`src/rtl/prelude_sequencer.sv`:
```
`timescale 1ns/1ps
// prelude_sequencer: multi-cycle control FSM for the prelude 8-bit core.
// Owns PC and IR, fetches from a combinational ROM, decodes the 2-bit
// instruction class and sequences rio_in/rio_out handshakes.
//
// Handshake semantics: a transfer happens in a cycle only when both sides
// agree in that same cycle. For rio_in, in_ready is high exactly in the
// commit cycle of a src=6 copy, so in_valid && in_ready is the consume
// event. For rio_out, out_valid && out_ready is the accept event. out_valid
// for a non-rio_in source is held high while waiting for out_ready. For the
// rio_in -> rio_out pass-through, both strobes rise together only when
// in_valid and out_ready are both high.
module prelude_sequencer #(
  parameter logic [7:0] PC_RESET = 8'h00
) (
  input  logic       clk,
  input  logic       rst_n,
  input  logic       run,
  input  logic       step,
  output logic       halted,
  output logic [7:0] instr_addr,
  input  logic [7:0] instr_data,
  output logic [2:0] rd_a_sel,
  output logic [2:0] rd_b_sel,
  output logic       reg_we,
  output logic [2:0] reg_wr_sel,
  output logic [1:0] wr_src,
  output logic [7:0] imm,
  output logic [2:0] alu_op,
  input  logic [7:0] r0_val,
  input  logic [7:0] r3_val,
  input  logic       in_valid,
  output logic       in_ready,
  output logic       out_valid,
  input  logic       out_ready,
  output logic       retire,
  output logic [2:0] dbg_state
);

  typedef enum logic [2:0] {
    S_IDLE     = 3'd0,
    S_FETCH    = 3'd1,
    S_EXEC     = 3'd2,
    S_WAIT_IN  = 3'd3,
    S_WAIT_OUT = 3'd4
  } state_t;

  state_t     r_state, w_state_nxt;
  logic [7:0] r_pc, w_pc_nxt;
  logic [7:0] r_ir, w_ir_nxt;
  logic       r_step_mode, w_step_mode_nxt;

  logic [7:0] w_pc_inc;
  logic [7:0] w_pc_commit;
  logic       w_exec;
  logic       w_commit;
  logic       w_cond_base;
  logic       w_taken;
  logic [2:0] w_src;
  logic [2:0] w_dst;

  assign w_pc_inc   = r_pc + 8'd1;
  assign w_src      = r_ir[5:3];
  assign w_dst      = r_ir[2:0];
  // Reset in the same cycle suppresses every strobe of the instruction.
  assign w_exec     = rst_n && (r_state == S_EXEC || r_state == S_WAIT_IN ||
                                r_state == S_WAIT_OUT);
  assign halted     = (r_state == S_IDLE);
  assign instr_addr = r_pc;
  assign dbg_state  = r_state;
  assign retire     = w_commit;

  // Branch condition: low two bits pick a base test, bit 2 inverts it.
  always_comb begin
    case (r_ir[1:0])
      2'b00:   w_cond_base = 1'b0;
      2'b01:   w_cond_base = (r3_val == 8'h00);
      2'b10:   w_cond_base = r3_val[7];
      default: w_cond_base = r3_val[7] || (r3_val == 8'h00);
    endcase
  end

  assign w_taken = w_cond_base ^ r_ir[2];

  // Instruction decode: datapath selects, strobes and commit condition.
  always_comb begin
    rd_a_sel    = 3'd0;
    rd_b_sel    = 3'd0;
    reg_we      = 1'b0;
    reg_wr_sel  = 3'd0;
    wr_src      = 2'b00;
    imm         = {2'b00, r_ir[5:0]};
    alu_op      = 3'd0;
    in_ready    = 1'b0;
    out_valid   = 1'b0;
    w_commit    = 1'b0;
    w_pc_commit = w_pc_inc;
    if (w_exec) begin
      case (r_ir[7:6])
        2'b00: begin
          reg_we   = 1'b1;
          w_commit = 1'b1;
        end
        2'b01: begin
          rd_a_sel   = 3'd1;
          rd_b_sel   = 3'd2;
          alu_op     = r_ir[2:0];
          reg_we     = 1'b1;
          reg_wr_sel = 3'd3;
          wr_src     = 2'b01;
          w_commit   = 1'b1;
        end
        2'b10: begin
          w_commit = ((w_src != 3'd6) || in_valid) &&
                     ((w_dst != 3'd6) || out_ready);
          if (w_src == 3'd6) begin
            wr_src   = 2'b11;
            in_ready = w_commit;
          end else if (w_src == 3'd7) begin
            wr_src = 2'b00;
            imm    = 8'h00;
          end else begin
            wr_src   = 2'b10;
            rd_a_sel = w_src;
          end
          reg_wr_sel = w_dst;
          reg_we     = w_commit && (w_dst < 3'd6);
          out_valid  = (w_dst == 3'd6) && (w_commit || (w_src != 3'd6));
        end
        default: begin
          w_commit    = 1'b1;
          w_pc_commit = w_taken ? r0_val : w_pc_inc;
        end
      endcase
    end
  end

  // Next-state logic for the control FSM, PC, IR and step latch.
  always_comb begin
    w_state_nxt     = r_state;
    w_pc_nxt        = r_pc;
    w_ir_nxt        = r_ir;
    w_step_mode_nxt = r_step_mode;
    case (r_state)
      S_IDLE: begin
        if (run) begin
          w_state_nxt     = S_FETCH;
          w_step_mode_nxt = 1'b0;
        end else if (step) begin
          w_state_nxt     = S_FETCH;
          w_step_mode_nxt = 1'b1;
        end
      end
      S_FETCH: begin
        w_ir_nxt    = instr_data;
        w_state_nxt = S_EXEC;
      end
      S_EXEC, S_WAIT_IN, S_WAIT_OUT: begin
        if (w_commit) begin
          w_pc_nxt        = w_pc_commit;
          w_step_mode_nxt = 1'b0;
          w_state_nxt     = (run && !r_step_mode) ? S_FETCH : S_IDLE;
        end else begin
          w_state_nxt = (w_src == 3'd6) ? S_WAIT_IN : S_WAIT_OUT;
        end
      end
      default: w_state_nxt = S_IDLE;
    endcase
  end

  // State registers with synchronous active-low reset.
  always_ff @(posedge clk) begin
    if (!rst_n) begin
      r_state     <= S_IDLE;
      r_pc        <= PC_RESET;
      r_ir        <= 8'h00;
      r_step_mode <= 1'b0;
    end else begin
      r_state     <= w_state_nxt;
      r_pc        <= w_pc_nxt;
      r_ir        <= w_ir_nxt;
      r_step_mode <= w_step_mode_nxt;
    end
  end

endmodule

```
`config.mk`:
```
export PLATFORM = sky130hd
export DESIGN_NAME = prelude_sequencer
export DESIGN_NICKNAME = d
export VERILOG_FILES = /design/src/rtl/prelude_sequencer.sv
export SDC_FILE = /design/constraint.sdc
export NUM_CORES = 1
export LEC_CHECK = 0
export CAP_MARGIN = 20
export CELL_PAD_IN_SITES_DETAIL_PLACEMENT = 1
export CELL_PAD_IN_SITES_GLOBAL_PLACEMENT = 2
export CORE_ASPECT_RATIO = 0.8
export CORE_MARGIN = 2
export CORE_UTILIZATION = 37
export CTS_BUF_LIST = sky130_fd_sc_hd__clkbuf_4 sky130_fd_sc_hd__clkbuf_8
export DETAILED_ROUTE_END_ITERATION = 10
export DONT_BUFFER_PORTS = 1
export PLACE_DENSITY = 0.95
export SYNTH_ARGS = -nofsm -noshare
export SYNTH_HDL_FRONTEND = slang
export SYNTH_SLANG_ARGS = --single-unit
export TNS_END_PERCENT = 10
```
`constraint.sdc`:
```
create_clock -name clk -period 6.5 [get_ports clk]
set_clock_uncertainty 0.05 [all_clocks]
set_input_delay 1.95 -clock clk [delete_from_list [all_inputs] [get_ports clk]]
set_output_delay 1.95 -clock clk [all_outputs]
set_load 0.03 [all_outputs]
```
* Word level (Yosys, flattened, before mapping)
Index checks and enable logic that the tools add are counted.
Storage, ports and cells: register bits 20, bits of input ports 30, output and inout bits 38, logic and storage cells 85
Cells by class: $add $sub $neg 1, order comparisons 1, equal/unequal tests 15, multiplexer cells 41, bitwise operators 1, reduce and logical (&&, ||, !) cells 22
Operator list (number):
- 3-bit 2-to-1 mux | 10
- 6-bit 2-to-1 mux | 4
- 8-bit 2-to-1 mux | 3
- 3-bit == test (second input constant) | 4
- 1-bit 2-to-1 mux | 12
- 3-bit case mux with 2 select lines | 2
- 2-bit 2-to-1 mux | 5
- 3-bit inequality test (second input constant) | 3
- 3-bit case mux with 3 select lines | 1
- 8-bit by 1-bit adder with 8-bit output (second input constant) | 1
- 8-bit zero test | 1
- 3-bit by 2-bit == test with 1-bit output (second input constant) | 2
- 1-bit logical OR | 6
- 3-bit OR reduction | 2
- 1-bit logical AND | 5
- 2-bit by 1-bit == test with 1-bit output (second input constant) | 2
- 2-bit == test (second input constant) | 2
- 2-bit zero test | 2
- 1-bit case mux with 2 select lines | 2
- 2-bit case mux with 2 select lines | 1
- 3-bit by 1-bit == test with 1-bit output (second input constant) | 1
- 3-bit zero test | 1
- 3-bit < comparator (second input constant) | 1
- 1-bit case mux with 3 select lines | 1
- 7 further kinds | 7

* Logic depth before layout (Yosys ltp)
Gate-level depths: netlist of run 1.
depth after elaboration 7, gate-level depth with buffers 8, gate-level depth less buffers 7

* Worst setup path before layout of run 1
OpenSTA, ideal clock, no wires.
path type input to output, start input rst_n, end output out_valid, data arrival time 3.788 ns, required time 4.500 ns, slack 0.712 ns, stages on the path 3, path buffers 0, cell sequence o21a_1 nand2_1 a2111oi_0
On the way: word-level cells in the longest chain between the ends 2
Ends and longest elaborated chain:
- start: declaration | line 17 | input logic rst_n,
- 1-bit logical AND | line 66 | assign w_exec = rst_n && (r_state == S_EXEC || r_state == S_WAIT_IN ||
- 1-bit 2-to-1 mux | line 98 | if (w_exec) begin
- end: declaration | line 34 | output logic out_valid,
No other way between the ends.

* Worst setup path after layout of run 1
start input in_valid, end output retire
On the way: word-level cells in the longest chain between the ends 4
Ends and longest elaborated chain:
- start: declaration | line 32 | input logic in_valid,
- 1-bit logical OR | line 114 | w_commit = ((w_src != 3'd6) || in_valid) &&
- 1-bit logical AND | line 114
- 1-bit 2-to-1 mux | line 99 | case (r_ir[7:6])
- 1-bit 2-to-1 mux | line 98
- end: declaration | line 36 | output logic retire,
No other way between the ends.

==> results.cfg, run 1 <==
[run_status]
status = finished clean

[finish]
diodes = 0
syn_to_final_growth_pct = 8.498
share_of_layout_cells_above_drive_strength_1 = 0.07027
finish.net_count = 222
layout.filler_cells = 447
sequential_cell_area_um2 = 400.4
layoutNonFillerInstCount = 227
multi_input_comb_area_um2 = 914.6

[critical_path]
worstSetupStartpoint = in_valid
critPathMaxFanout = 15
timing.critical_path.required_ps = 4500
critPathKind = input pin to output port
worst_setup_path_start_kind = input pin
worst_setup_path_end_kind = output port
crit_arrival_ps = 3430
reg2reg_from = dbg_state[2]$_SDFFE_PN0P_

[floorplan]
core_area_um2 = 3518
pin_count = 68
start_util = 0.3976
fp-row-count = 19
fp.dieArea_um2 = 4292
die_width_um = 72.75
die_height_um = 59.00

[global_routing]
grt_pass1_vias = 1418
track_usage = 0.2133
grt_antenna_before_repair = 0
grt_remaining_overflow = 0
grt_max_degree = 17
global_route_wire_length_before_repair_um = 7113

[clock_network]
cts_tree = built
postCtsSetupBuffers = 0
path_clk_slew_ps = 80
cts_resized = 0
clockBufferDepth = 2
cts_hold_repair.buffers = 0
h-tree-depth = 1
clkSinkCount = 20
tritoncts.num_buffers = 3
worst_skew_pair.late_latency_ps = 260
clock_tree.root_cell = sky130_fd_sc_hd__clkbuf_8

[sta]
max_freq_ghz = 0.1840
finalWorstPathRequiredPeriod_ps = 5433
finalHoldWorstSlack_ps = 430.9
maxSlewViolCount = 0
setup_repair_after_global_routing_missed_its_margin = no
timing.setup.tns_ps = 0
final-hold-violation-count = 0
post-route-worst-setup-slack_ps = 1067
maxSlewHeadroom = 0.3011
fin_crit_sh = 0.8359
worst-slew-pin-transition_ps = 1042
final-setup-viol-count = 0

[power_and_ir_drop]
power.sequential.fraction = 0.446
swShare = 0.2940
report.power.total_uw = 319.4
combinationalPowerShare = 0.160
clock_power_share = 0.393
net-switching-power_uw = 93.92
p_int_uw = 225.5
p_leak_uw = 0.0005774
pwr_density_cell_nw_per_um2 = 210.5
peakVddDrop_v = 0.0001200

[detailed_routing]
route.antenna.remaining_nets = 0
drt_pass1_iterations = 4
drt_first_iter_violations = 144
detail_route.drc_violations = 0
routed_via_density = 6.172
route.vias.total = 1401
route.final.wire_length_um = 4464
routed_wire_length_per_instance_um = 19.67

[placement]
hpwl_um = 3388
placed_cells_incl_taps = 223
io_buffers = 0
gp_routability_congestion = 0.8394
pre_cts_ws_ps = 1074

[min_path]
min_path_type = register to register
worst_hold_startpoint = r_step_mode$_SDFFE_PN0P_

[yosys]
seq_area_frac_synth = 0.2862
synth_ff_type = sky130_fd_sc_hd__dfxtp_1
synthCells = 185
syn-cell-area_um2 = 1399
synth-async-reset-ratio = 0
postSynthAreaPerCell_um2 = 7.561
edff_count_synth = 0
yosys_warnings = 0
yosys_register_bits = 20
synth_cell_types = 44

[run]
cap_violations = 0
[cell families (layout without fill, tap and decap cells)]
logic type      after synthesis  after routing  synth area share
other cells                   1              4          0.002681
compound gates               40             40            0.1896
xor+xnor                      1              1          0.006262
mux                           3              3           0.03041
flops                        20             20            0.2862
buf+inv                      23             20           0.07603
fa+ha+maj                     6              6           0.05367
simple gates                 91             91            0.3551
[state kept, by name, indices dropped and copies added, names as in the netlist]
| name | flops |
|---|---|
| dbg_state | 3 |
| instr_addr | 8 |
| r_ir | 8 |
| r_step_mode | 1 |
[routing by layer]
| layer | routed length (µm) | up-vias | GRT usage | part of all wire |
|---|---|---|---|---|
| li1 | - | 655 | - | - |
| met1 | 1862 | 678 | 0.2600 | 0.42 |
| met2 | 2211 | 60 | 0.3740 | 0.50 |
| met3 | 309 | 8 | 0.05442 | 0.069 |
| met4 | 81 | 0 | 0.06085 | 0.018 |
| met5 | 0 | - | 0 | 0 |
[synthesized netlist by cell type, drive strengths merged (5+ instances only)]
master	instances	area share
dfxtp	20	0.29
nor2	18	0.048
nand2	16	0.043
a21oi	11	0.039
inv	11	0.030
nand3	10	0.036
and2	9	0.040
and3	8	0.036
buf	6	0.030
clkbuf	6	0.016
ha	6	0.054
o21ai	6	0.021
nand2b	5	0.022
[metrics by stage]
step                      area (µm²)  utilization
after global routing            1518       0.4314
after floorplan                 1410            -
after global placement          1446       0.4111
after CTS                       1518       0.4314
after detailed placement        1446       0.4111
final                           1518       0.4314
[cell type report]
type / instances / share of cell area
Multi-Input combinational cell: 145 / 0.6026
Tap cell: 42 / 0.03462
Sequential cell: 20 / 0.2638
Timing Repair Buffer: 5 / 0.02473
Inverter: 11 / 0.02721
Clock inverter: 1 / 0.01979
Clock buffer: 3 / 0.02721
[worst max-delay path: stages]
cell                       delay, ps
sky130_fd_sc_hd__nor4bb_1        320
sky130_fd_sc_hd__o21a_1          230
sky130_fd_sc_hd__nand2b_1        480
sky130_fd_sc_hd__inv_1           450
[final timing paths]
path                                end  slack [ps]  depth (start not counted)
min            r_step_mode$_SDFFE_PN0P_         430                          2
max                              retire        1070                          4
min reg2reg    r_step_mode$_SDFFE_PN0P_         430                          2
max reg2reg  instr_addr[3]$_SDFFE_PN0P_        3300                          6
[placed cells by master (no fill, tap or decap), types with 2 or more instances in the layout]
cell type	count
sky130_fd_sc_hd__o21a_1	2
sky130_fd_sc_hd__nand4_1	3
sky130_fd_sc_hd__ha_1	6
sky130_fd_sc_hd__nand2_1	16
sky130_fd_sc_hd__clkbuf_8	3
sky130_fd_sc_hd__conb_1	4
sky130_fd_sc_hd__a31oi_1	4
sky130_fd_sc_hd__nor2b_1	2
sky130_fd_sc_hd__o2111ai_1	2
sky130_fd_sc_hd__a211oi_1	3
sky130_fd_sc_hd__a311o_1	2
sky130_fd_sc_hd__nor3_1	4
sky130_fd_sc_hd__nand3_1	10
sky130_fd_sc_hd__nand2b_1	5
sky130_fd_sc_hd__buf_4	5
sky130_fd_sc_hd__o22ai_1	2
sky130_fd_sc_hd__and3_1	8
sky130_fd_sc_hd__or4_1	3
sky130_fd_sc_hd__inv_1	11
sky130_fd_sc_hd__mux2i_1	2
sky130_fd_sc_hd__nand3b_1	2
sky130_fd_sc_hd__a21oi_1	11
sky130_fd_sc_hd__dfxtp_1	20
sky130_fd_sc_hd__and2_1	9
sky130_fd_sc_hd__o311ai_0	2
sky130_fd_sc_hd__o21ai_0	6
sky130_fd_sc_hd__nor2_1	18
sky130_fd_sc_hd__nor3b_1	3
[power groups by stage]
| stage | clock (µW) | sequential [µW] | combinational (µW) |
|---|---|---|---|
| after floorplan | 0 | 140 | 47.1 |
| after global placement | 0 | 145 | 48.9 |
| after detailed placement | 0 | 145 | 50.6 |
| after CTS | 129 | 142 | 51.3 |
| after global routing | 131 | 144 | 56.9 |
| final | 126 | 143 | 51.2 |
No activity file was read; power rests on OpenSTA's default activity.
==> run 2: changes to the inputs <==
--- a/config.mk
+++ b/config.mk
@@ -10,11 +10,11 @@
 export CELL_PAD_IN_SITES_GLOBAL_PLACEMENT = 2
 export CORE_ASPECT_RATIO = 0.8
 export CORE_MARGIN = 2
-export CORE_UTILIZATION = 37
+export CORE_UTILIZATION = 31
 export CTS_BUF_LIST = sky130_fd_sc_hd__clkbuf_4 sky130_fd_sc_hd__clkbuf_8
 export DETAILED_ROUTE_END_ITERATION = 10
 export DONT_BUFFER_PORTS = 1
-export PLACE_DENSITY = 0.95
+export PLACE_DENSITY = 0.89
 export SYNTH_ARGS = -nofsm -noshare
 export SYNTH_HDL_FRONTEND = slang
 export SYNTH_SLANG_ARGS = --single-unit
==> constraint.sdc (replaced) <==
create_clock -name clk -period 4.6 [get_ports clk]
set_clock_uncertainty 0.05 [all_clocks]
set_input_delay 1.38 -clock clk [delete_from_list [all_inputs] [get_ports clk]]
set_output_delay 1.38 -clock clk [all_outputs]
set_load 0.03 [all_outputs]
==> results.cfg, run 2 (synthesis results as in run 1) <==
[run_status]
status = finished clean

[sta]
finalHoldWorstSlack_ps = 436.4
max_freq_ghz = 0.2542
maxSlewViolCount = 0
timing.setup.tns_ps = 0
final-setup-viol-count = 0
maxSlewHeadroom = 0.3891
final-hold-violation-count = 0
worst-slew-pin-transition_ps = 912.4
setup_repair_after_global_routing_missed_its_margin = no
finalWorstPathRequiredPeriod_ps = 3934
post-route-worst-setup-slack_ps = 666.0
fin_crit_sh = 0.8552

[run]
cap_violations = 0

[global_routing]
grt_antenna_before_repair = 0
grt_remaining_overflow = 0
track_usage = 0.1705
grt_max_degree = 17
grt_pass1_vias = 1338
global_route_wire_length_before_repair_um = 6775

[finish]
final_design_area_no_fill_um2 = 1580
mostFrequentLayoutCells = sky130_fd_sc_hd__dfxtp_1 (20), sky130_fd_sc_hd__nor2_1 (18), sky130_fd_sc_hd__nand2_1 (16), sky130_fd_sc_hd__buf_4 (13)
finish.net_count = 230
syn_to_final_growth_pct = 12.97
sequential_cell_area_um2 = 400.4
share_of_layout_cells_above_drive_strength_1 = 0.1088
multi_input_comb_area_um2 = 914.6
layout.filler_cells = 540
most_common_library_cell_in_the_layout_ignoring_fill_and_taps = sky130_fd_sc_hd__dfxtp_1
finish.utilization = 0.3713
diodes = 0

[power_and_ir_drop]
p_leak_uw = 0.0006127
swShare = 0.3171
net-switching-power_uw = 130.0
peakVddDrop_v = 0.0001110
pwr_density_cell_nw_per_um2 = 259.4
power.sequential.fraction = 0.491
clock_power_share = 0.331
combinationalPowerShare = 0.178
p_int_uw = 279.9

[clock_network]
worst_skew_pair.late_latency_ps = 260
cts_hold_repair.buffers = 0
cts_resized = 0
cts_tree = built
h-tree-depth = 1
path_clk_slew_ps = 70
postCtsSetupBuffers = 0
clkSinkCount = 20
clockBufferDepth = 2
clock_tree.root_cell = sky130_fd_sc_hd__clkbuf_8
tritoncts.num_buffers = 3

[detailed_routing]
route.final.wire_length_um = 4076
route.vias.total = 1353
route.antenna.remaining_nets = 0
routed_via_density = 5.412
drt_pass1_iterations = 4
drt_first_iter_violations = 44
detail_route.drc_violations = 0
routed_wire_length_per_instance_um = 16.30

[floorplan]
die_width_um = 79.11
fp-row-count = 21
fp.dieArea_um2 = 5069
start_util = 0.3286
die_height_um = 64.08
core_area_um2 = 4257
pin_count = 68

[critical_path]
worst_setup_path_end_kind = output port
worst_setup_path_start_kind = input pin
timing.critical_path.required_ps = 3170
cp_num_buf_inv = 1
crit_path_cell_trace = o21a_1, and2_1, nand2_1, o31ai_1, buf_4
worst_path_dominant_cell_family = compound AO/OA/AOI/OAI gates
crit_path_top_delay_cell = sky130_fd_sc_hd__o31ai_1
crit_arrival_ps = 2500
critPathMaxFanout = 13
critPathKind = input pin to output port
critical_path.max_stage_delay_ps = 280

[placement]
placedInstanceArea_um2 = 1525
gp_routability_congestion = 0.7861
hpwl_um = 3186
pre_cts_ws_ps = 649.2
io_buffers = 0

[min_path]
min_path_type = register to register
==> run 2: cell count changes in the layout (fill, tap and decap cells not counted), sizes merged <==
| cell | previous run | this run |
|---|---|---|
| buf | 5 | 13 |
| bufinv | 1 | 0 |
| clkbuf | 3 | 4 |
==> run 2: through the flow <==
| stage | cells | power [µW] |
|---|---|---|
| floorplan | 188 | 265.0 |
| global placement | 246 | 276.7 |
| detailed placement | 246 | 278.2 |
| CTS | 250 | 415.2 |
| global route | 250 | 434.5 |
| finish | 250 | 409.9 |
==> run 2: path summary, 6_finish.rpt <==
check	slack, ps	start	cells after the start	to
setup reg to reg	1960	dbg_state[1]$_SDFFE_PN0P_	7	instr_addr[3]$_SDFFE_PN0P_
hold / removal	440	r_step_mode$_SDFFE_PN0P_	2	r_step_mode$_SDFFE_PN0P_
setup / recovery	670	rst_n	5	wr_src[0]
hold reg to reg	440	r_step_mode$_SDFFE_PN0P_	2	r_step_mode$_SDFFE_PN0P_
==> run 2: cell type report <==
type,instances,area share
clock buffers,4,0.03484
inverters,11,0.02613
repair buffers,13,0.06176
flip-flops and latches,20,0.2534
well taps,57,0.04513
multi-input cells,145,0.5788
==> run 2: worst reg2reg max path, stage by stage, from the launching register on <==
cell and delay (ps):
sky130_fd_sc_hd__dfxtp_1 610, sky130_fd_sc_hd__nor2b_1 400, sky130_fd_sc_hd__o21a_1 350, sky130_fd_sc_hd__nand2b_1 160, sky130_fd_sc_hd__inv_1 270, sky130_fd_sc_hd__buf_4 230, sky130_fd_sc_hd__nor2_1 50, sky130_fd_sc_hd__or4_1 390
==> run 2: layer usage <==
layer	vias up	wire, µm	global-route usage
li1	675	-	-
met3	4	349	0.04661
met4	0	56	0.05819
met1	627	1954	0.2340
met2	47	1716	0.2574
met5	-	0	0
==> run 2: power groups by stage <==
| stage | Sequential [µW] | Clock (µW) | Combinational [µW] |
|---|---|---|---|
| after floorplan | 198 | 0 | 66.7 |
| after global placement | 205 | 0 | 71.5 |
| after detailed placement | 205 | 0 | 72.9 |
| after CTS | 201 | 140 | 73.5 |
| after global routing | 204 | 149 | 81.2 |
| final | 201 | 136 | 73.0 |
